[src/rtl/urv_console_pkg.sv]
// Shared definitions for the uRV console UART.
//
// Holds the register offsets inside the 16-byte window, the bit positions
// of the STATUS and CTRL registers, and the serializer state type.
package urv_console_pkg;

  // Register offsets within the 16-byte window (full nibble compared)
  localparam logic [3:0] REG_TXDATA   = 4'h0;
  localparam logic [3:0] REG_STATUS   = 4'h4;
  localparam logic [3:0] REG_CTRL     = 4'h8;
  localparam logic [3:0] REG_RESERVED = 4'hC;

  // STATUS register fields
  localparam int STATUS_BUSY_BIT  = 0;
  localparam int STATUS_FULL_BIT  = 1;
  localparam int STATUS_EMPTY_BIT = 2;
  localparam int STATUS_LEVEL_LSB = 8;

  // CTRL register fields
  localparam int CTRL_IRQ_EN_BIT = 0;

  // Serializer states
  typedef enum logic [1:0] {
    IDLE  = 2'd0,
    START = 2'd1,
    DATA  = 2'd2,
    STOP  = 2'd3
  } ser_state_t;

endpackage

[src/rtl/urv_sync_fifo.sv]
// Synchronous FIFO with first-word fall-through read data.
//
// Ports:
//   clk_i    - clock
//   rst_n_i  - asynchronous active-low reset (clears pointers and level)
//   push_i   - write data_i this cycle (caller guarantees !full or pop_i)
//   data_i   - write data
//   pop_i    - drop the head entry this cycle (caller guarantees !empty)
//   data_o   - current head entry
//   full_o   - level equals depth
//   empty_o  - level is zero
//   level_o  - number of stored entries, clog2(depth)+1 bits
//
// g_depth must be a power of two so the pointers wrap naturally.
module urv_sync_fifo #(
  parameter int g_width = 8,
  parameter int g_depth = 16
) (
  input  logic                       clk_i,
  input  logic                       rst_n_i,
  input  logic                       push_i,
  input  logic [g_width-1:0]         data_i,
  input  logic                       pop_i,
  output logic [g_width-1:0]         data_o,
  output logic                       full_o,
  output logic                       empty_o,
  output logic [$clog2(g_depth):0]   level_o
);

  localparam int AW = $clog2(g_depth);

  logic [g_width-1:0] mem [g_depth];
  logic [AW-1:0]      wr_ptr;
  logic [AW-1:0]      rd_ptr;
  logic [AW:0]        level;

  // Storage is not reset; only pointers and level define validity.
  always_ff @(posedge clk_i) begin
    if (push_i) begin
      mem[wr_ptr] <= data_i;
    end
  end

  always_ff @(posedge clk_i or negedge rst_n_i) begin
    if (!rst_n_i) begin
      wr_ptr <= '0;
      rd_ptr <= '0;
      level  <= '0;
    end else begin
      if (push_i) begin
        wr_ptr <= wr_ptr + 1'b1;
      end
      if (pop_i) begin
        rd_ptr <= rd_ptr + 1'b1;
      end
      // Simultaneous push and pop keeps the level unchanged.
      case ({push_i, pop_i})
        2'b10:   level <= level + 1'b1;
        2'b01:   level <= level - 1'b1;
        default: level <= level;
      endcase
    end
  end

  assign data_o  = mem[rd_ptr];
  // Depth is a power of two, so the MSB of the level is set only when full.
  assign full_o  = level[AW];
  assign empty_o = (level == '0);
  assign level_o = level;

endmodule

[src/rtl/urv_console_uart.sv]
// Memory-mapped 8N1 console UART for the uRV data-memory bus.
//
// Ports:
//   clk_i            - system clock
//   rst_n_i          - asynchronous active-low reset (released synchronously)
//   dm_addr_i        - byte address from the core
//   dm_data_s_i      - store data
//   dm_data_select_i - store byte lanes
//   dm_store_i       - one-cycle store strobe
//   dm_load_i        - one-cycle load strobe
//   dm_data_l_o      - load data, held until the next load
//   dm_store_done_o  - store accepted pulse
//   dm_load_done_o   - load data valid pulse
//   txd_o            - serial output, idle high
//   irq_o            - level interrupt: irq_en & FIFO empty & serializer idle
//
// Registers: 0x0 TXDATA (WO), 0x4 STATUS (RO), 0x8 CTRL (RW), 0xC reserved.
module urv_console_uart
  import urv_console_pkg::*;
#(
  parameter logic [31:0] g_base_addr  = 32'h0010_0000,
  parameter int          g_fifo_depth = 16,
  parameter int          g_baud_div   = 868
) (
  input  logic        clk_i,
  input  logic        rst_n_i,
  input  logic [31:0] dm_addr_i,
  input  logic [31:0] dm_data_s_i,
  input  logic [3:0]  dm_data_select_i,
  input  logic        dm_store_i,
  input  logic        dm_load_i,
  output logic [31:0] dm_data_l_o,
  output logic        dm_store_done_o,
  output logic        dm_load_done_o,
  output logic        txd_o,
  output logic        irq_o
);

  localparam int          LW        = $clog2(g_fifo_depth) + 1;
  localparam int          BW        = $clog2(g_baud_div);
  localparam logic [BW-1:0] BAUD_LAST = BW'(g_baud_div - 1);

  // Reset synchronizer: asserts asynchronously, releases on the clock.
  logic [1:0] rst_sync_q;
  logic       rst_n;

  always_ff @(posedge clk_i or negedge rst_n_i) begin
    if (!rst_n_i) begin
      rst_sync_q <= 2'b00;
    end else begin
      rst_sync_q <= {rst_sync_q[0], 1'b1};
    end
  end

  assign rst_n = rst_sync_q[1];

  // Bus decode
  logic       hit;
  logic [3:0] offset;
  logic       st_new;
  logic       st_push_req;
  logic       ctrl_wr;
  logic       ld_new;

  assign hit         = (dm_addr_i[31:4] == g_base_addr[31:4]);
  assign offset      = dm_addr_i[3:0];
  assign st_new      = dm_store_i & hit;
  assign st_push_req = st_new & (offset == REG_TXDATA) & dm_data_select_i[0];
  assign ctrl_wr     = st_new & (offset == REG_CTRL) & dm_data_select_i[0];
  assign ld_new      = dm_load_i & hit;

  // Only a TXDATA push can stall, so the pending latch holds just the byte.
  logic       pend_q;
  logic [7:0] pend_data_q;
  logic       push_req;
  logic [7:0] push_data;
  logic       fifo_push;
  logic       fifo_pop;
  logic       store_accept;
  logic       fifo_full;
  logic       fifo_empty;
  logic [7:0] fifo_dout;
  logic [LW-1:0] fifo_level;

  assign push_req     = pend_q | st_push_req;
  assign push_data    = pend_q ? pend_data_q : dm_data_s_i[7:0];
  // A pop in the same cycle frees the slot the push needs.
  assign fifo_push    = push_req & (~fifo_full | fifo_pop);
  assign store_accept = (st_new & ~st_push_req) | fifo_push;

  urv_sync_fifo #(
    .g_width (8),
    .g_depth (g_fifo_depth)
  ) u_fifo (
    .clk_i   (clk_i),
    .rst_n_i (rst_n),
    .push_i  (fifo_push),
    .data_i  (push_data),
    .pop_i   (fifo_pop),
    .data_o  (fifo_dout),
    .full_o  (fifo_full),
    .empty_o (fifo_empty),
    .level_o (fifo_level)
  );

  // Store handshake, pending latch and CTRL register
  logic irq_en_q;

  always_ff @(posedge clk_i or negedge rst_n) begin
    if (!rst_n) begin
      dm_store_done_o <= 1'b0;
      pend_q          <= 1'b0;
      pend_data_q     <= 8'h00;
      irq_en_q        <= 1'b0;
    end else begin
      dm_store_done_o <= store_accept;
      pend_q          <= push_req & ~fifo_push;
      if (st_push_req) begin
        pend_data_q <= dm_data_s_i[7:0];
      end
      if (ctrl_wr) begin
        irq_en_q <= dm_data_s_i[0];
      end
    end
  end

  // Serializer state and read-back data
  ser_state_t state_q;
  ser_state_t state_d;
  logic [BW-1:0] baud_q;
  logic [BW-1:0] baud_d;
  logic [2:0]    bit_q;
  logic [2:0]    bit_d;
  logic [7:0]    shift_q;
  logic [7:0]    shift_d;
  logic          busy;

  assign busy = (state_q != IDLE);

  // STATUS level shows depth-256-when-full as 255.
  logic [8:0]  level_ext;
  logic [7:0]  level_sat;
  logic [31:0] status_word;
  logic [31:0] rd_data;

  assign level_ext = 9'(fifo_level);
  assign level_sat = level_ext[8] ? 8'hFF : level_ext[7:0];

  always_comb begin
    status_word = '0;
    status_word[STATUS_BUSY_BIT]                  = busy;
    status_word[STATUS_FULL_BIT]                  = fifo_full;
    status_word[STATUS_EMPTY_BIT]                 = fifo_empty;
    status_word[STATUS_LEVEL_LSB +: 8]            = level_sat;
  end

  always_comb begin
    rd_data = '0;
    case (offset)
      REG_STATUS: rd_data = status_word;
      REG_CTRL:   rd_data[CTRL_IRQ_EN_BIT] = irq_en_q;
      default:    rd_data = '0;
    endcase
  end

  always_ff @(posedge clk_i or negedge rst_n) begin
    if (!rst_n) begin
      dm_load_done_o <= 1'b0;
      dm_data_l_o    <= '0;
    end else begin
      dm_load_done_o <= ld_new;
      if (ld_new) begin
        dm_data_l_o <= rd_data;
      end
    end
  end

  // Serializer register
  always_ff @(posedge clk_i or negedge rst_n) begin
    if (!rst_n) begin
      state_q <= IDLE;
      baud_q  <= '0;
      bit_q   <= '0;
      shift_q <= '0;
    end else begin
      state_q <= state_d;
      baud_q  <= baud_d;
      bit_q   <= bit_d;
      shift_q <= shift_d;
    end
  end

  // Serializer next state; the baud counter reloads on every state entry
  // and every data bit, and the state advances when it reaches zero.
  always_comb begin
    state_d  = state_q;
    baud_d   = baud_q;
    bit_d    = bit_q;
    shift_d  = shift_q;
    fifo_pop = 1'b0;
    case (state_q)
      IDLE: begin
        if (!fifo_empty) begin
          fifo_pop = 1'b1;
          shift_d  = fifo_dout;
          bit_d    = '0;
          baud_d   = BAUD_LAST;
          state_d  = START;
        end
      end
      START: begin
        if (baud_q == '0) begin
          baud_d  = BAUD_LAST;
          state_d = DATA;
        end else begin
          baud_d = baud_q - 1'b1;
        end
      end
      DATA: begin
        if (baud_q == '0) begin
          baud_d  = BAUD_LAST;
          shift_d = {1'b0, shift_q[7:1]};
          bit_d   = bit_q + 1'b1;
          if (bit_q == 3'd7) begin
            state_d = STOP;
          end
        end else begin
          baud_d = baud_q - 1'b1;
        end
      end
      STOP: begin
        if (baud_q == '0) begin
          baud_d  = BAUD_LAST;
          state_d = IDLE;
        end else begin
          baud_d = baud_q - 1'b1;
        end
      end
      default: state_d = IDLE;
    endcase
  end

  // Line output decodes straight from the state register so reset drives
  // the line high without waiting for a clock edge.
  assign txd_o = (state_q == START) ? 1'b0 :
                 (state_q == DATA)  ? shift_q[0] : 1'b1;

  // Registered interrupt
  always_ff @(posedge clk_i or negedge rst_n) begin
    if (!rst_n) begin
      irq_o <= 1'b0;
    end else begin
      irq_o <= irq_en_q & fifo_empty & ~busy;
    end
  end

  logic unused_bits;
  assign unused_bits = ^{dm_data_s_i[31:8], dm_data_select_i[3:1]};

endmodule

[config.mk]
export PLATFORM = sky130hd
export DESIGN_NAME = urv_console_uart
export DESIGN_NICKNAME = d
export VERILOG_FILES = /design/src/rtl/urv_console_pkg.sv /design/src/rtl/urv_sync_fifo.sv /design/src/rtl/urv_console_uart.sv
export SDC_FILE = /design/constraint.sdc
export NUM_CORES = 1
export LEC_CHECK = 0
export ABC_AREA = 1
export CORE_MARGIN = 5
export CORE_UTILIZATION = 50
export CTS_CLUSTER_SIZE = 28
export DETAILED_ROUTE_END_ITERATION = 7
export GPL_TIMING_DRIVEN = 0
export PLACE_DENSITY = 0.73
export SLEW_MARGIN = 30
export SYNTH_ARGS = -nofsm -noshare
export SYNTH_HDL_FRONTEND = slang
export SYNTH_SLANG_ARGS = --single-unit
[constraint.sdc]
create_clock -name clk_i -period 3.7 [get_ports clk_i]
set_clock_uncertainty 0.05 [all_clocks]
set_input_delay 0.555 -clock clk_i [delete_from_list [all_inputs] [get_ports clk_i]]
set_output_delay 0.555 -clock clk_i [all_outputs]
set_load 0.005 [all_outputs]
# Word level (Yosys, flattened, before mapping)
# Memory sizes are Yosys's and may differ from the RTL's.
# Cells that the tools add are included.
dict set report totals {
  reg_bits 83
  mem_bits_rw 128
  inputBits 72
  out_inout_bits 36
  mem_count 1
}
# name words word_bits rd rd_clocked_by_memory_dff write_ports line
set mem_list {}
lappend mem_list {u_fifo.mem 16 8 1 0 1 urv_sync_fifo.sv:32} ;# logic [g_width-1:0] mem [g_depth];
dict set report classes {
  addsub 6
  n_eq_ne 14
  muxes 25
  n_bitwise 18
  reduce_logical 10
}
# operator n
set op_table {}
lappend op_table {{28-bit by 17-bit equality test with 1-bit output, second input constant} 1}
lappend op_table {{8-bit 2-to-1 mux} 3}
lappend op_table {{10-bit 2-to-1 mux} 2}
lappend op_table {{10-bit case mux with 2 select lines} 1}
lappend op_table {{8-bit case mux with 2 select lines} 1}
lappend op_table {{12-bit 2-to-1 mux} 1}
lappend op_table {{1-bit AND} 11}
lappend op_table {{10-bit zero test} 1}
lappend op_table {{2-bit 2-to-1 mux} 5}
lappend op_table {{2-bit != test, second input constant} 5}
lappend op_table {{5-bit case mux with 2 select lines} 1}
lappend op_table {{10-bit by 1-bit subtractor with 10-bit output, second input constant} 1}
lappend op_table {{4-bit by 1-bit adder with 4-bit output, second input constant} 2}
lappend op_table {{2-bit case mux with 4 select lines} 1}
lappend op_table {{2-bit equality test, second input constant} 3}
lappend op_table {{1-bit 2-to-1 mux} 6}
lappend op_table {{3-bit 2-to-1 mux} 2}
lappend op_table {{3-bit case mux with 2 select lines} 1}
lappend op_table {{2-bit nonzero test} 3}
lappend op_table {{5-bit by 1-bit adder with 5-bit output, second input constant} 1}
lappend op_table {{5-bit zero test} 1}
lappend op_table {{5-bit AND reduction} 1}
lappend op_table {{5-bit by 1-bit subtractor with 5-bit output, second input constant} 1}
lappend op_table {{2-bit by 1-bit equality test with 1-bit output, second input constant} 2}
lappend op_table {{11 further kinds} 16}

# Logic depth before layout (Yosys ltp)
dict set report depth {
  depth_word 8
  mapped_depth 19
}

# Hierarchy
# Synthesis repeated with hierarchy kept, for this count alone.
dict set report unflattened {
  cells_unflattened 862
  area_unflattened_um2 8775.9
}
# mod instances cells_each area_each_um2 seq_area_each_um2
set by_module_without_submodules {}
lappend by_module_without_submodules {urv_sync_fifo 1 515 6008.3 4169.0}
lappend by_module_without_submodules {urv_console_uart 1 347 2767.7 1151.1}

# Worst setup path after synthesis
# Ideal clock, no wire load.
dict set report synth_timing {
  kind {input port to flip-flop}
  start {in dm_addr_i[7]}
  end {reg u_fifo.level[4], in the netlist u_fifo.level_o[4]}
  setup_ns 0.065
  arrival_time_ns 2.579
  slack_ns 1.006
  stages 18
  path_buffers 1
  cell_sequence {nor2_1 > nand2_1 > nor2_1 > nand2_1 > nor2_4 > nand3_4 > nand2_4 > nand2_4 > buf_6 > ha_1 > xor2_1 > ha_1 > inv_1 > nand2_1 > a31oi_1 > xor2_1 > nand2_1 > nand2_1}
}
dict set report synth_via {
  elab_chain_len 8
}
# element line
set synth_rtl {}
lappend synth_rtl {{from (decl)} urv_console_uart.sv:27} ;# input logic [31:0] dm_addr_i,
lappend synth_rtl {{28-bit by 17-bit equality test with 1-bit output *} urv_console_uart.sv:65} ;# assign hit = (dm_addr_i[31:4] == g_base_addr[31:4]);
lappend synth_rtl {{1-bit AND *} urv_console_uart.sv:67} ;# assign st_new = dm_store_i & hit;
lappend synth_rtl {{1-bit AND * (2 in series)} urv_console_uart.sv:68} ;# assign st_push_req = st_new & (offset == REG_TXDATA) & dm_data_select_i[0];
lappend synth_rtl {{1-bit bitwise OR *} urv_console_uart.sv:85} ;# assign push_req = pend_q | st_push_req;
lappend synth_rtl {{1-bit AND *} urv_console_uart.sv:88} ;# assign fifo_push = push_req & (~fifo_full | fifo_pop);
lappend synth_rtl {{2-bit by 1-bit equality test with 1-bit output / 2-bit equality test (equally long branches)} urv_sync_fifo.sv:57} ;# case ({push_i, pop_i})
lappend synth_rtl {{5-bit case mux with 2 select lines / 2-bit nonzero test (equally long branches)} n/a}
lappend synth_rtl {{to (signal assigned)} urv_sync_fifo.sv:58} ;# 2'b10: level <= level + 1'b1;
lappend synth_rtl {{to (signal assigned)} urv_sync_fifo.sv:59} ;# 2'b01: level <= level - 1'b1;
lappend synth_rtl {{to (signal assigned)} urv_sync_fifo.sv:60} ;# default: level <= level;
lappend synth_rtl {{to (decl)} urv_sync_fifo.sv:35} ;# logic [AW:0] level;
# Mark *: on every way between the ends. The rest lies on a longest branch, timed or not.
# A chain may end at the register's enable or synchronous reset.

# Final worst setup path
dict set report layout_timing {
  start {reg state_q[0]}
  end {reg u_fifo.level[4], in the netlist u_fifo.level_o[4]}
}
dict set report layout_via {
  elab_chain_len 6
}
# element line
set layout_rtl {}
lappend layout_rtl {{from (decl)} urv_console_uart.sv:128} ;# ser_state_t state_q;
lappend layout_rtl {{from (signal assigned)} urv_console_uart.sv:186} ;# state_q <= state_d;
lappend layout_rtl {{2-bit zero test *} urv_console_uart.sv:201} ;# case (state_q)
lappend layout_rtl {{1-bit 2-to-1 mux *} urv_console_uart.sv:201}
lappend layout_rtl {{1-bit bitwise OR} urv_console_uart.sv:88}
lappend layout_rtl {{1-bit AND} urv_console_uart.sv:88}
lappend layout_rtl {{2-bit by 1-bit equality test with 1-bit output / 2-bit equality test (equally long branches)} urv_sync_fifo.sv:57}
lappend layout_rtl {{5-bit case mux with 2 select lines / 2-bit nonzero test (equally long branches)} n/a}
# Marks and branches as above.

==> results <==
- For this run, the register share of the synthesized area comes to 0.6199.
- The clock latency reported for the late side of the worst-skew pair is 0.43 ns.
- The switching component of the power is approximately 840 uW.
- In this run, CTS created clock tree buffers numbering 17.
- In the finished design, the share of the clock period the worst path needs comes to 0.8371.
- Dividing the detail-routed via count by the number of cells gives 5.220.
- The number of buffers inserted by hold repair at cts is 0.
- The share of total power dissipated in the clock network is 0.415.
- The number of distinct library cell variants in the gate-level netlist after synthesis is 38.
- The synthesis warning total is 0.
- The first routing iteration left about 630 violations.
- The detailed-placement wirelength estimate is 13800 um.
- Derived from the worst setup path, the maximum achievable clock frequency is 0.3229 GHz.
- The maximum fanout along the worst path is 11.
- The area share of the leading cell type in the synthesized netlist is 0.4500.
- The synthesized design contains 128 enable-type register cells.
- The I/O pin count is 108.
- Compared with the post-synthesis result, the final layout area differs by 18.78%.
- The number of buffers added for setup after CTS is 0.
- The die covers just under 20000 um^2.
- Setup repair after global routing left no endpoint under its margin.
- Entering global routing, the biggest net connects 42 pins.
- The largest voltage drop on the vdd net is 0.3306 mV.
- The netlist area before placement is 8542 um^2.
- The largest total area in the synthesized netlist belongs to sky130_fd_sc_hd__edfxtp_1.
- STA puts the critical path data required time at roughly 4 ns.
- The internal power is 3200 uW.
- The die is 140.7 um wide.
- The number of input and output port buffers inserted is 56.
- The vertical extent of the die is approximately 140 um.
- After floorplanning, the core was sized to cover between 15000 and 20000 um^2.
- In this run the worst hold path is classified as reg -> async.
- The register bit total from synthesis is ~190.
- The async set or reset register ratio after synthesis is 0.3118.
- The worst path needs 3.097 ns of the cycle, external delays included.
- For this configuration, the core starts out at a cell density of 0.5115.
- The clock sink count is 186.
- The leakage power summed over all cells is 0.003988 uW.
- The worst setup path is captured at a register.
- The detail route stage leaves a number of antenna-violating nets equal to 0.
- The run finished with clean final reports.
- The final worst-path setup slack is approximately 0.60 ns.
- In this run the tightest slew margin relative to its limit is 0.5844.
- Of the total power, the share spent switching nets is 0.2087.
- The average instance in the mapped netlist occupies approximately 10 um^2.
- The number of inserted diodes is 0.
- After detailed routing, the average wire length per cell comes to 16.04 um.
- The multi-input combinational cell area is 2795 um^2.
- Ranked by total cell area, the synthesized netlist is headed by sky130_fd_sc_hd__edfxtp_1 45%, sky130_fd_sc_hd__dfrtp_1 17%, sky130_fd_sc_hd__nor2_1 7.0%.
- The number of placement rows is 47.
- The share of power burned in combinational logic is 0.033.
- The final weighted congestion in routability-driven placement is between 0.8 and 0.9.
- After clock tree synthesis, the clock-pin slew on the worst setup and hold paths is 0.07 ns.
- The first global-routing pass estimated 30760 um of wire.
- Fill cells in the final layout number 1352.
- For the pin with the worst max-slew slack, the measured transition is around 0.62 ns.
- At the placement stage, the worst setup path has a slack of roughly 0.22 ns.
- The share of total power dissipated in sequential elements is 0.552.
- Data arrives at the worst endpoint at about 3.4 ns.
- The critical path class is reg -> reg.
- The hold violation total from the final report was 0.
- The first detailed-routing pass took 5 iterations.
- In the global route stage, overall resource usage came out at 0.1991.
- The post-synthesis cell count is between 800 and 900.
- The final hold slack is 0.1394 ns.
- TritonCTS built the clock tree.
- For this run the aggregate overflow at the end of global routing stands at 0.
- The count of instances resized after the clock tree is built is 0.
- The number of levels in the clock H-tree is 4.
- The total setup violations reported at the end of the flow is 0.
- Wires add up to 19110 um.
- Adding up every negative setup slack in the final design gives 0 ns.
- In the synthesized netlist the dominant register cell turns out to be sky130_fd_sc_hd__edfxtp_1.
- The cell sitting at the root of the clock tree is a sky130_fd_sc_hd__clkbuf_16.
- The initial antenna violation count came to 0.
- The clock passes through at most 2 buffers.
- For this run, design rule violations remaining after detail routing come to 0.
- The total vias in the final route is 6217.
- The startpoint class of the critical path is a register.
- The net count of the finished layout is 1046.
- The number of global-route vias before repair is 5905.
- Power spread over the standard cell area amounts to roughly 400 nW/um^2.
- Across the whole layout, storage elements account for 5299 um^2.
- The final count of pins violating max slew was 0.
- Of the cells placed in the final design, the portion with a size suffix greater than 1 is 0.1226.
- The setup slack of the worst register-to-register path is 0.60 ns.
- The total of max-cap violations is 0.
==> critical path: stages (launching register included) <==
cell	delay, ns
sky130_fd_sc_hd__dfrtp_1	0.40
sky130_fd_sc_hd__inv_1	0.09
sky130_fd_sc_hd__ha_1	0.29
sky130_fd_sc_hd__inv_1	0.27
sky130_fd_sc_hd__nand2_1	0.26
sky130_fd_sc_hd__nand2_4	0.17
sky130_fd_sc_hd__buf_6	0.19
sky130_fd_sc_hd__ha_1	0.30
sky130_fd_sc_hd__xor2_1	0.13
sky130_fd_sc_hd__ha_1	0.19
sky130_fd_sc_hd__inv_1	0.05
sky130_fd_sc_hd__nand2_1	0.08
sky130_fd_sc_hd__a31oi_1	0.24
sky130_fd_sc_hd__xor2_1	0.20
sky130_fd_sc_hd__nand2_1	0.07
sky130_fd_sc_hd__nand2_1	0.05
==> final cells by class <==
type	instances	share of cell area
flip-flops and latches	186	0.5223
multi-input cells	574	0.2755
repair buffers	64	0.06499
clock buffers	20	0.04501
plain buffers	58	0.03490
well taps	220	0.02713
inverters	57	0.02109
clock inverters	12	0.009126
==> kinds of logic after synthesis <==
kind of cell	count (synthesis)	synth area share
buf+inv	115	0.06650
compound gates	112	0.07221
simple gates	406	0.2017
flops	186	0.6199
fa+ha+maj	16	0.02344
other cells	2	0.0008792
xor+xnor	15	0.01538
==> layer usage <==
layer	routed length, um	vias up	share of wire	global-route usage
met5	0	-	0	0
met4	488	0	0.026	0.07139
met3	1414	39	0.074	0.04402
met2	9143	241	0.48	0.3193
met1	8059	2931	0.42	0.2691
li1	-	3006	-	-
==> registers in the layout, indices dropped and copies added (netlist names) <==
signal	cells
dm_load_done_o	1
u_fifo.level_o	5
baud_q	10
irq_en_q	1
pend_q	1
u_fifo.rd_ptr	4
u_fifo.mem	128
rst_sync_q	2
pend_data_q	8
irq_o	1
bit_q	3
state_q	2
u_fifo.wr_ptr	4
dm_data_l_o	7
dm_store_done_o	1
shift_q	8
==> layout by cell type (no fill, tap or decap), types with 2 or more instances in the layout <==
cell type	count
sky130_fd_sc_hd__xnor2_1	3
sky130_fd_sc_hd__clkbuf_1	17
sky130_fd_sc_hd__dfrtp_1	57
sky130_fd_sc_hd__o21ai_0	71
sky130_fd_sc_hd__conb_1	25
sky130_fd_sc_hd__nand2_4	2
sky130_fd_sc_hd__o31ai_1	5
sky130_fd_sc_hd__clkinv_1	3
sky130_fd_sc_hd__nor2_1	160
sky130_fd_sc_hd__buf_6	9
sky130_fd_sc_hd__clkinv_2	2
sky130_fd_sc_hd__inv_6	2
sky130_fd_sc_hd__a21oi_1	3
sky130_fd_sc_hd__clkinvlp_4	4
sky130_fd_sc_hd__buf_2	10
sky130_fd_sc_hd__nor3_1	2
sky130_fd_sc_hd__edfxtp_1	128
sky130_fd_sc_hd__nor3_2	2
sky130_fd_sc_hd__o22ai_1	2
sky130_fd_sc_hd__xor2_1	12
sky130_fd_sc_hd__or2_2	2
sky130_fd_sc_hd__clkinv_4	4
sky130_fd_sc_hd__inv_2	3
sky130_fd_sc_hd__nand3_1	69
sky130_fd_sc_hd__clkdlybuf4s50_1	56
sky130_fd_sc_hd__inv_1	51
sky130_fd_sc_hd__clkbuf_8	2
sky130_fd_sc_hd__nor2_2	18
sky130_fd_sc_hd__o21ai_2	8
sky130_fd_sc_hd__nand2_1	146
sky130_fd_sc_hd__clkbuf_16	17
sky130_fd_sc_hd__buf_4	29
sky130_fd_sc_hd__o211ai_1	11
sky130_fd_sc_hd__o21ai_1	7
sky130_fd_sc_hd__ha_1	16
==> power by group through the flow <==
| stage | Combinational, uW | Clock (uW) | Sequential (uW) |
|---|---|---|---|
| floorplan | 45.1 | 0 | 2280 |
| global placement | 109 | 0 | 2290 |
| detailed placement | 132 | 0 | 2280 |
| CTS | 132 | 1690 | 2230 |
| global route | 144 | 1790 | 2230 |
| finish | 132 | 1680 | 2230 |
==> stage by stage <==
stage	utilization	total power, uW	instances	cell area (um^2)
after floorplan	-	2327	875	8628
after global placement	0.5667	2396	1151	9464
after detailed placement	0.5746	2409	1159	9597
after CTS	0.6075	4057	1191	10150
after global routing	0.6075	4163	1191	10150
final	0.6075	4044	1191	10150
==> cells in the mapped netlist, types with 2 or more instances <==
cell and n:
sky130_fd_sc_hd__inv_1 51, sky130_fd_sc_hd__clkinv_1 3, sky130_fd_sc_hd__or2_2 2, sky130_fd_sc_hd__nor3_1 2, sky130_fd_sc_hd__xnor2_1 3, sky130_fd_sc_hd__nand3_1 69
sky130_fd_sc_hd__conb_1 2, sky130_fd_sc_hd__ha_1 16, sky130_fd_sc_hd__o31ai_1 5, sky130_fd_sc_hd__buf_2 10, sky130_fd_sc_hd__o22ai_1 2, sky130_fd_sc_hd__inv_2 3
sky130_fd_sc_hd__nor3_2 2, sky130_fd_sc_hd__clkbuf_1 16, sky130_fd_sc_hd__nand2_1 146, sky130_fd_sc_hd__nor2_2 18, sky130_fd_sc_hd__xor2_1 12, sky130_fd_sc_hd__o211ai_1 11
sky130_fd_sc_hd__o21ai_0 79, sky130_fd_sc_hd__dfrtp_1 58, sky130_fd_sc_hd__nor2_1 160, sky130_fd_sc_hd__nand2_4 2, sky130_fd_sc_hd__buf_4 29, sky130_fd_sc_hd__o21ai_1 7
sky130_fd_sc_hd__a21oi_1 3, sky130_fd_sc_hd__edfxtp_1 128, sky130_fd_sc_hd__buf_6 2
==> worst paths after layout <==
kind / start / endpoint / cells after the start
setup / recovery: state_q[0]$_DFFE_PN0P_ / u_fifo.level_o[4]$_DFFE_PN0P_ / 15
hold / removal: rst_sync_q[1]$_DFF_PN0_ / u_fifo.level_o[4]$_DFFE_PN0P_ / 0
setup reg to reg: state_q[0]$_DFFE_PN0P_ / u_fifo.level_o[4]$_DFFE_PN0P_ / 15
hold reg to reg: rst_sync_q[1]$_DFF_PN0_ / u_fifo.level_o[4]$_DFFE_PN0P_ / 0
max in group asynchronous: rst_sync_q[1]$_DFF_PN0_ / bit_q[1]$_DFFE_PN0P_ / 1
min in group clk_i: rst_sync_q[0]$_DFF_PN0_ / rst_sync_q[1]$_DFF_PN0_ / 0
No activity file was read; power rests on OpenSTA's default activity.
==> RTL change 1, RTL diff (same flow settings) <==
`g_baud_div`: 868 -> 1736.
--- a/src/rtl/urv_console_uart.sv
+++ b/src/rtl/urv_console_uart.sv
@@ -22,3 +22,3 @@
   parameter int          g_fifo_depth = 16,
-  parameter int          g_baud_div   = 868
+  parameter int          g_baud_div   = 1736
 ) (
Behaviour: same outputs for any inputs over 10 cycles, from zero or initial values and one cycle with rst_n_i low; that may be too few to reach the edited logic, so the function may still have changed.
==> RTL change 1 against the original RTL <==
Count of clock-buffer cells in the layout up 8; first-iteration DRC count decreased by 0.80%; area after synthesis is 0.76% higher; worst setup slack worse by 160 ps; total power increased by 3.3%; cell area increased by 1.1%; sequential cell count is 1 higher; largest power group unchanged; wire length increased by 2.6%.
==> RTL change 1: results (changes against the original RTL) <==
Total GRT Usage: 0.203 (+0.00388)
CTS resizes: 0 (unchanged)
Placer congestion estimate: 0.922 (+5.1%)
Xor/xnor share of the synthesized area: 0.0163 (+0.000901)
Post-detailed-placement half-perimeter wirelength: 13,800 um (-0.11%)
Crit Path Max Fanout: 10 (-1)
Min-delay worst type: flop to asynchronous set/reset pin
Post-layout nets: 1,045 (-0.096%)
DP Worst Slack: 240 ps (+22.0 ps)
Buffering overhead: 0.0999 (about the same)
Signal inverters: 56 (-1.8%)
Max stage delay cell, worst path: clkdlybuf4s50_1
Leakage power: 0.00409 uW (+2.5%)
Sequential cells: 187 (+0.54%)
Largest registers: u_fifo.mem x128, baud_q x11
Share of cells above drive strength 1: 0.122 (-0.000905)
Delay-heaviest family, CP: buffers and inverters
Outcome: completed
Via Count: 6,210 (-0.11%)
Seq/total area: 0.519 (-0.00323)
Commonest cells post-synth: 153 x nor2_1, 143 x nand2_1, 128 x edfxtp_1
Layout clock area frac: 0.0567 (+0.00258)
Critical path arrival: 2650 ps (-770 ps)
Compound-cell area share of the yosys netlist: 0.0698 (-0.00244)
Drt initial violations: 622 (-0.80%)
Synth area leaders: edfxtp_1 45%, dfrtp_1 17%, nor2_1 6.7%
Number of synthesis warnings: 0 (unchanged)
Synth unique cells: 41 (+7.9%)
Register area share after synthesis: 0.618 (-0.00178)
Post-CTS Setup Repair Bufs: 0 (unchanged)
FILL cells: 1,431 (+5.8%)
Post-Synth Adder-Cell Area: 0.0233 (-0.000177)
Wire per inst: 16.4 um (+2.2%)
Multi-input logic portion of the cell area: 0.276 (+0.000914)
Worst stage delay on the critical path: 510 ps (+110 ps)
Comb_multi_in: 571 (-0.52%)
Asr flop ratio synth: 0.316 (+0.00368)
Non-CTS buffers: 124 (+1.6%)
DR pass1 iterations: 6 (+1)
Worst slew pin tran: 714 ps (+91.1 ps)
First-pass GRT wire length: 31,200 um (+1.3%)
Well-tap cell count: 225 (+2.3%)
Vias in the first global route: 5,817 (-1.5%)
Clock buffers: 28 (+40%)
Peak VDD IR: 325 uV (-1.8%)
[RTL change 1: cell count changes in the layout (fill, tap and decap cells not counted), sizes merged, moves of 3 or more]
cell,before,now
nand2,148,145
clkinvlp,4,0
o22ai,2,5
nor2,179,173
o21ai,86,82
clkbuf,36,45
nand3,71,76
clkinv,9,5
[RTL change 1: worst reg2reg max path, stage by stage, from the launching register on]
cell      delay (ps)
dfrtp_1          410
inv_1             80
ha_1             270
inv_1            230
nand2_1          250
nand2_4          160
buf_6            180
ha_1             300
ha_1             310
inv_1             70
o21bai_1          80
a31oi_1          190
xor2_1           170
nand2_1           60
nand2_1           60
[RTL change 1: path summary, 6_finish.rpt]
path                          startpoint                 to  slack, ps  depth (start not counted)
setup / recovery              state_q[0]              txd_o        450                          8
hold / removal             rst_sync_q[1]           irq_en_q        150                          0
setup reg to reg              state_q[0]  u_fifo.level_o[4]        770                         14
hold reg to reg            rst_sync_q[1]           irq_en_q        150                          0
max in group asynchronous  rst_sync_q[1]   u_fifo.rd_ptr[2]       2950                          1
min in group clk_i         rst_sync_q[0]      rst_sync_q[1]        300                          0
[RTL change 1: per-stage QoR]
stage	cells	cell area, um2	hold slack [ps]
2_1_floorplan	874	8690	209
3_3_place_gp	1155	9540	285
3_5_place_dp	1163	9680	159
4_1_cts	1195	10300	166
5_1_grt	1195	10300	175
6_report	1195	10300	151
[RTL change 1: report_power, final]
group          switching (uW)  internal (uW)  leakage, uW
combinational            61.5           72.6      0.00191
clock                     753           1050     0.000283
sequential               4.10           2240      0.00189
[RTL change 1: per-layer routing]
layer,routed length (um),global-route usage,vias up,share of wire
met5,0,0,-,0
met4,255,0.0551,0,0.013
met2,9370,0.327,268,0.48
met1,8200,0.286,2908,0.42
met3,1770,0.0363,19,0.090
li1,-,-,3015,-
==> RTL change 2, RTL diff (config.mk and constraints unchanged) <==
Made on the original files. Reset style: synchronous (`rst_n` and `rst_n_i`), changed in 6 clocked blocks. Comments in the files are not updated.
--- a/src/rtl/urv_sync_fifo.sv
+++ b/src/rtl/urv_sync_fifo.sv
@@ -43,3 +43,3 @@
 
-  always_ff @(posedge clk_i or negedge rst_n_i) begin
+  always_ff @(posedge clk_i) begin
     if (!rst_n_i) begin
--- a/src/rtl/urv_console_uart.sv
+++ b/src/rtl/urv_console_uart.sv
@@ -46,3 +46,3 @@
 
-  always_ff @(posedge clk_i or negedge rst_n_i) begin
+  always_ff @(posedge clk_i) begin
     if (!rst_n_i) begin
@@ -108,3 +108,3 @@
 
-  always_ff @(posedge clk_i or negedge rst_n) begin
+  always_ff @(posedge clk_i) begin
     if (!rst_n) begin
@@ -165,3 +165,3 @@
 
-  always_ff @(posedge clk_i or negedge rst_n) begin
+  always_ff @(posedge clk_i) begin
     if (!rst_n) begin
@@ -178,3 +178,3 @@
   // Serializer register
-  always_ff @(posedge clk_i or negedge rst_n) begin
+  always_ff @(posedge clk_i) begin
     if (!rst_n) begin
@@ -248,3 +248,3 @@
   // Registered interrupt
-  always_ff @(posedge clk_i or negedge rst_n) begin
+  always_ff @(posedge clk_i) begin
     if (!rst_n) begin
Check against the original RTL: differs if rst_n_i is asserted again (counterexample within 4 cycles, from zero or initial values and one cycle with rst_n_i low); with rst_n_i held inactive, the same outputs for 10 cycles.
==> RTL change 2 against the original RTL <==
Cell area decreased by 0.53%; via count increased by 1.1%; register-to-register slack improved by 330 ps; worst setup slack improved by 42 ps; combinational power increased by 8%; critical path depth decreased by 8; count of clock-buffer cells in the layout decreased by 2; largest power group unchanged; highest routed layer unchanged; die area decreased by 0.16%; sequential cell count increased by 4; area after synthesis decreased by 0.18%; fmax increased by 1.4%; wire length increased by 1.4%; total power increased by 0.13%.
==> RTL change 2: results (changes against the original RTL) <==
FILL cells: 1,353 (+0.074%)
Post-detailed-placement half-perimeter wirelength: 14,000 um (+1.5%)
Worst-Skew Late Latency: 430 ps (about the same)
Wire per inst: 16.2 um (+1.1%)
DR pass1 iterations: 5 (unchanged)
Leakage power: 0.00389 uW (-2.3%)
Critical path arrival: 2450 ps (-970 ps)
Main synth FF type: edfxtp_1
Peak VDD IR: 314 uV (-4.9%)
Post-CTS Setup Repair Bufs: 0 (unchanged)
Antenna Cells: 0 (unchanged)
Min-delay worst type: flop to flop
CTS resizes: 0 (unchanged)
Largest net degree at the start of global routing: 17 (-60%)
Via Count: 6,283 (+1.1%)
Final setup vio count: 0 (unchanged)
Post-layout nets: 1,050 (+0.38%)
Hold path cells: 2
Initial antenna violation count: 0 (unchanged)
Vias in the first global route: 5,707 (-3.4%)
Metal2 WL: 8630 um (-5.6%)
Worst slew margin: 0.462 (-0.122)
Synth area leaders: edfxtp_1 45%, dfxtp_1 15%, inv_1 5.0%
Commonest cells post-synth: 128 x edfxtp_1, 113 x inv_1, 109 x nand2_1
First-pass GRT wire length: 30,100 um (-2.1%)
WL met3: 1700 um (+20%)
Share of cells above drive strength 1: 0.114 (-0.00871)
Outcome: completed
Met1 Wirelength: 8510 um (+5.6%)
Drt initial violations: 719 (+15%)
Total GRT Usage: 0.196 (-0.00270)
Cts bufs inserted: 17 (unchanged)
Crit Path Max Fanout: 10 (-1)
Largest registers: u_fifo.mem x128, baud_q x10
DP Worst Slack: 307 ps (+88.9 ps)
Asr flop ratio synth: 0 (-0.312)
Register area share after synthesis: 0.596 (-0.0236)
CTS max path bufs: 2 (unchanged)
Port Buf Inserts: 56 (unchanged)
Post-synth EDFFs: 128 (unchanged)
R2R cell count: 13 (-2)
Max Used Layer: met4
Placer congestion estimate: 0.944 (+7.6%)
Number of synthesis warnings: 0 (unchanged)
Clock transition at the registers of the reported paths: 70 ps (about the same)
# H-tree levels: 4 (unchanged)
Synth unique cells: 43 (+13%)
## RTL change 2: changes by cell type after synthesis, sizes merged, moves of 4 or more
| cell | unedited run | this run |
|---|---|---|
| nand3 | 71 | 79 |
| o211ai | 11 | 41 |
| buf | 42 | 46 |
| nor2 | 179 | 72 |
| nand4 | 1 | 6 |
| clkbuf | 16 | 12 |
| nand2 | 148 | 118 |
| o21ai | 86 | 55 |
| dfrtp | 58 | 0 |
| inv | 54 | 115 |
| a21oi | 3 | 64 |
| dfxtp | 0 | 62 |
## RTL change 2: cells by family (layout without fill, tap and decap cells)
kind of cell | Yosys count | in the layout | share of synthesized area
flip-flops | 190 | 190 | 0.596
AND/OR/NAND/NOR | 286 | 286 | 0.154
adder cells (fa/ha/maj) | 16 | 16 | 0.0235
XOR/XNOR | 12 | 12 | 0.0123
AO/OA/AOI/OAI | 173 | 173 | 0.118
buffers and inverters | 178 | 274 | 0.0957
other | 1 | 24 | 0.000440
## RTL change 2: per-layer routing
layer | vias to the layer above | global-route usage
li1 | 3079 | -
met1 | 2889 | 0.280
met2 | 280 | 0.294
met3 | 35 | 0.0417
met4 | 0 | 0.0811
met5 | - | 0
## RTL change 2: layout make-up
type                            instances  area, um2  share of cell area
Sequential cell                       190       5080               0.504
Multi-Input combinational cell        511       2740               0.272
Timing Repair Buffer                   64        651              0.0645
Inverter                              120        457              0.0453
Clock buffer                           18        429              0.0425
Buffer                                 58        359              0.0356
Tap cell                              220        275              0.0273
Clock inverter                         14       93.8             0.00930
## RTL change 2: stage by stage
stage | instance area (um2) | cells | power, uW
after floorplan | 8610 | 879 | 2360
after CTS | 10100 | 1195 | 4060
after global routing | 10100 | 1195 | 4170
after global placement | 9450 | 1155 | 2440
after detailed placement | 9570 | 1163 | 2450
final | 10100 | 1195 | 4050
## RTL change 2: final timing paths
path / from / end / slack [ps]
max reg2reg: state_q[0] / u_fifo.level_o[4] / 930
min reg2reg: rst_sync_q[0] / rst_sync_q[1] / 370
min: rst_sync_q[0] / rst_sync_q[1] / 370
max: state_q[0] / txd_o / 640
## RTL change 2: critical path, cell delays in order, from the launching register on
cell             delay, ps
dfxtp_1                350
inv_1                   90
ha_1                   290
clkinv_1               180
clkbuf_1               360
nor2_1                  80
nor2_1                 150
clkdlybuf4s50_1        520
## RTL change 2: power breakdown
| part | internal, uW | switching (uW) |
|---|---|---|
| logic | 73.2 | 68.6 |
| registers | 2260 | 0.714 |
| clock network | 855 | 790 |
| total | 3190 | 860 |
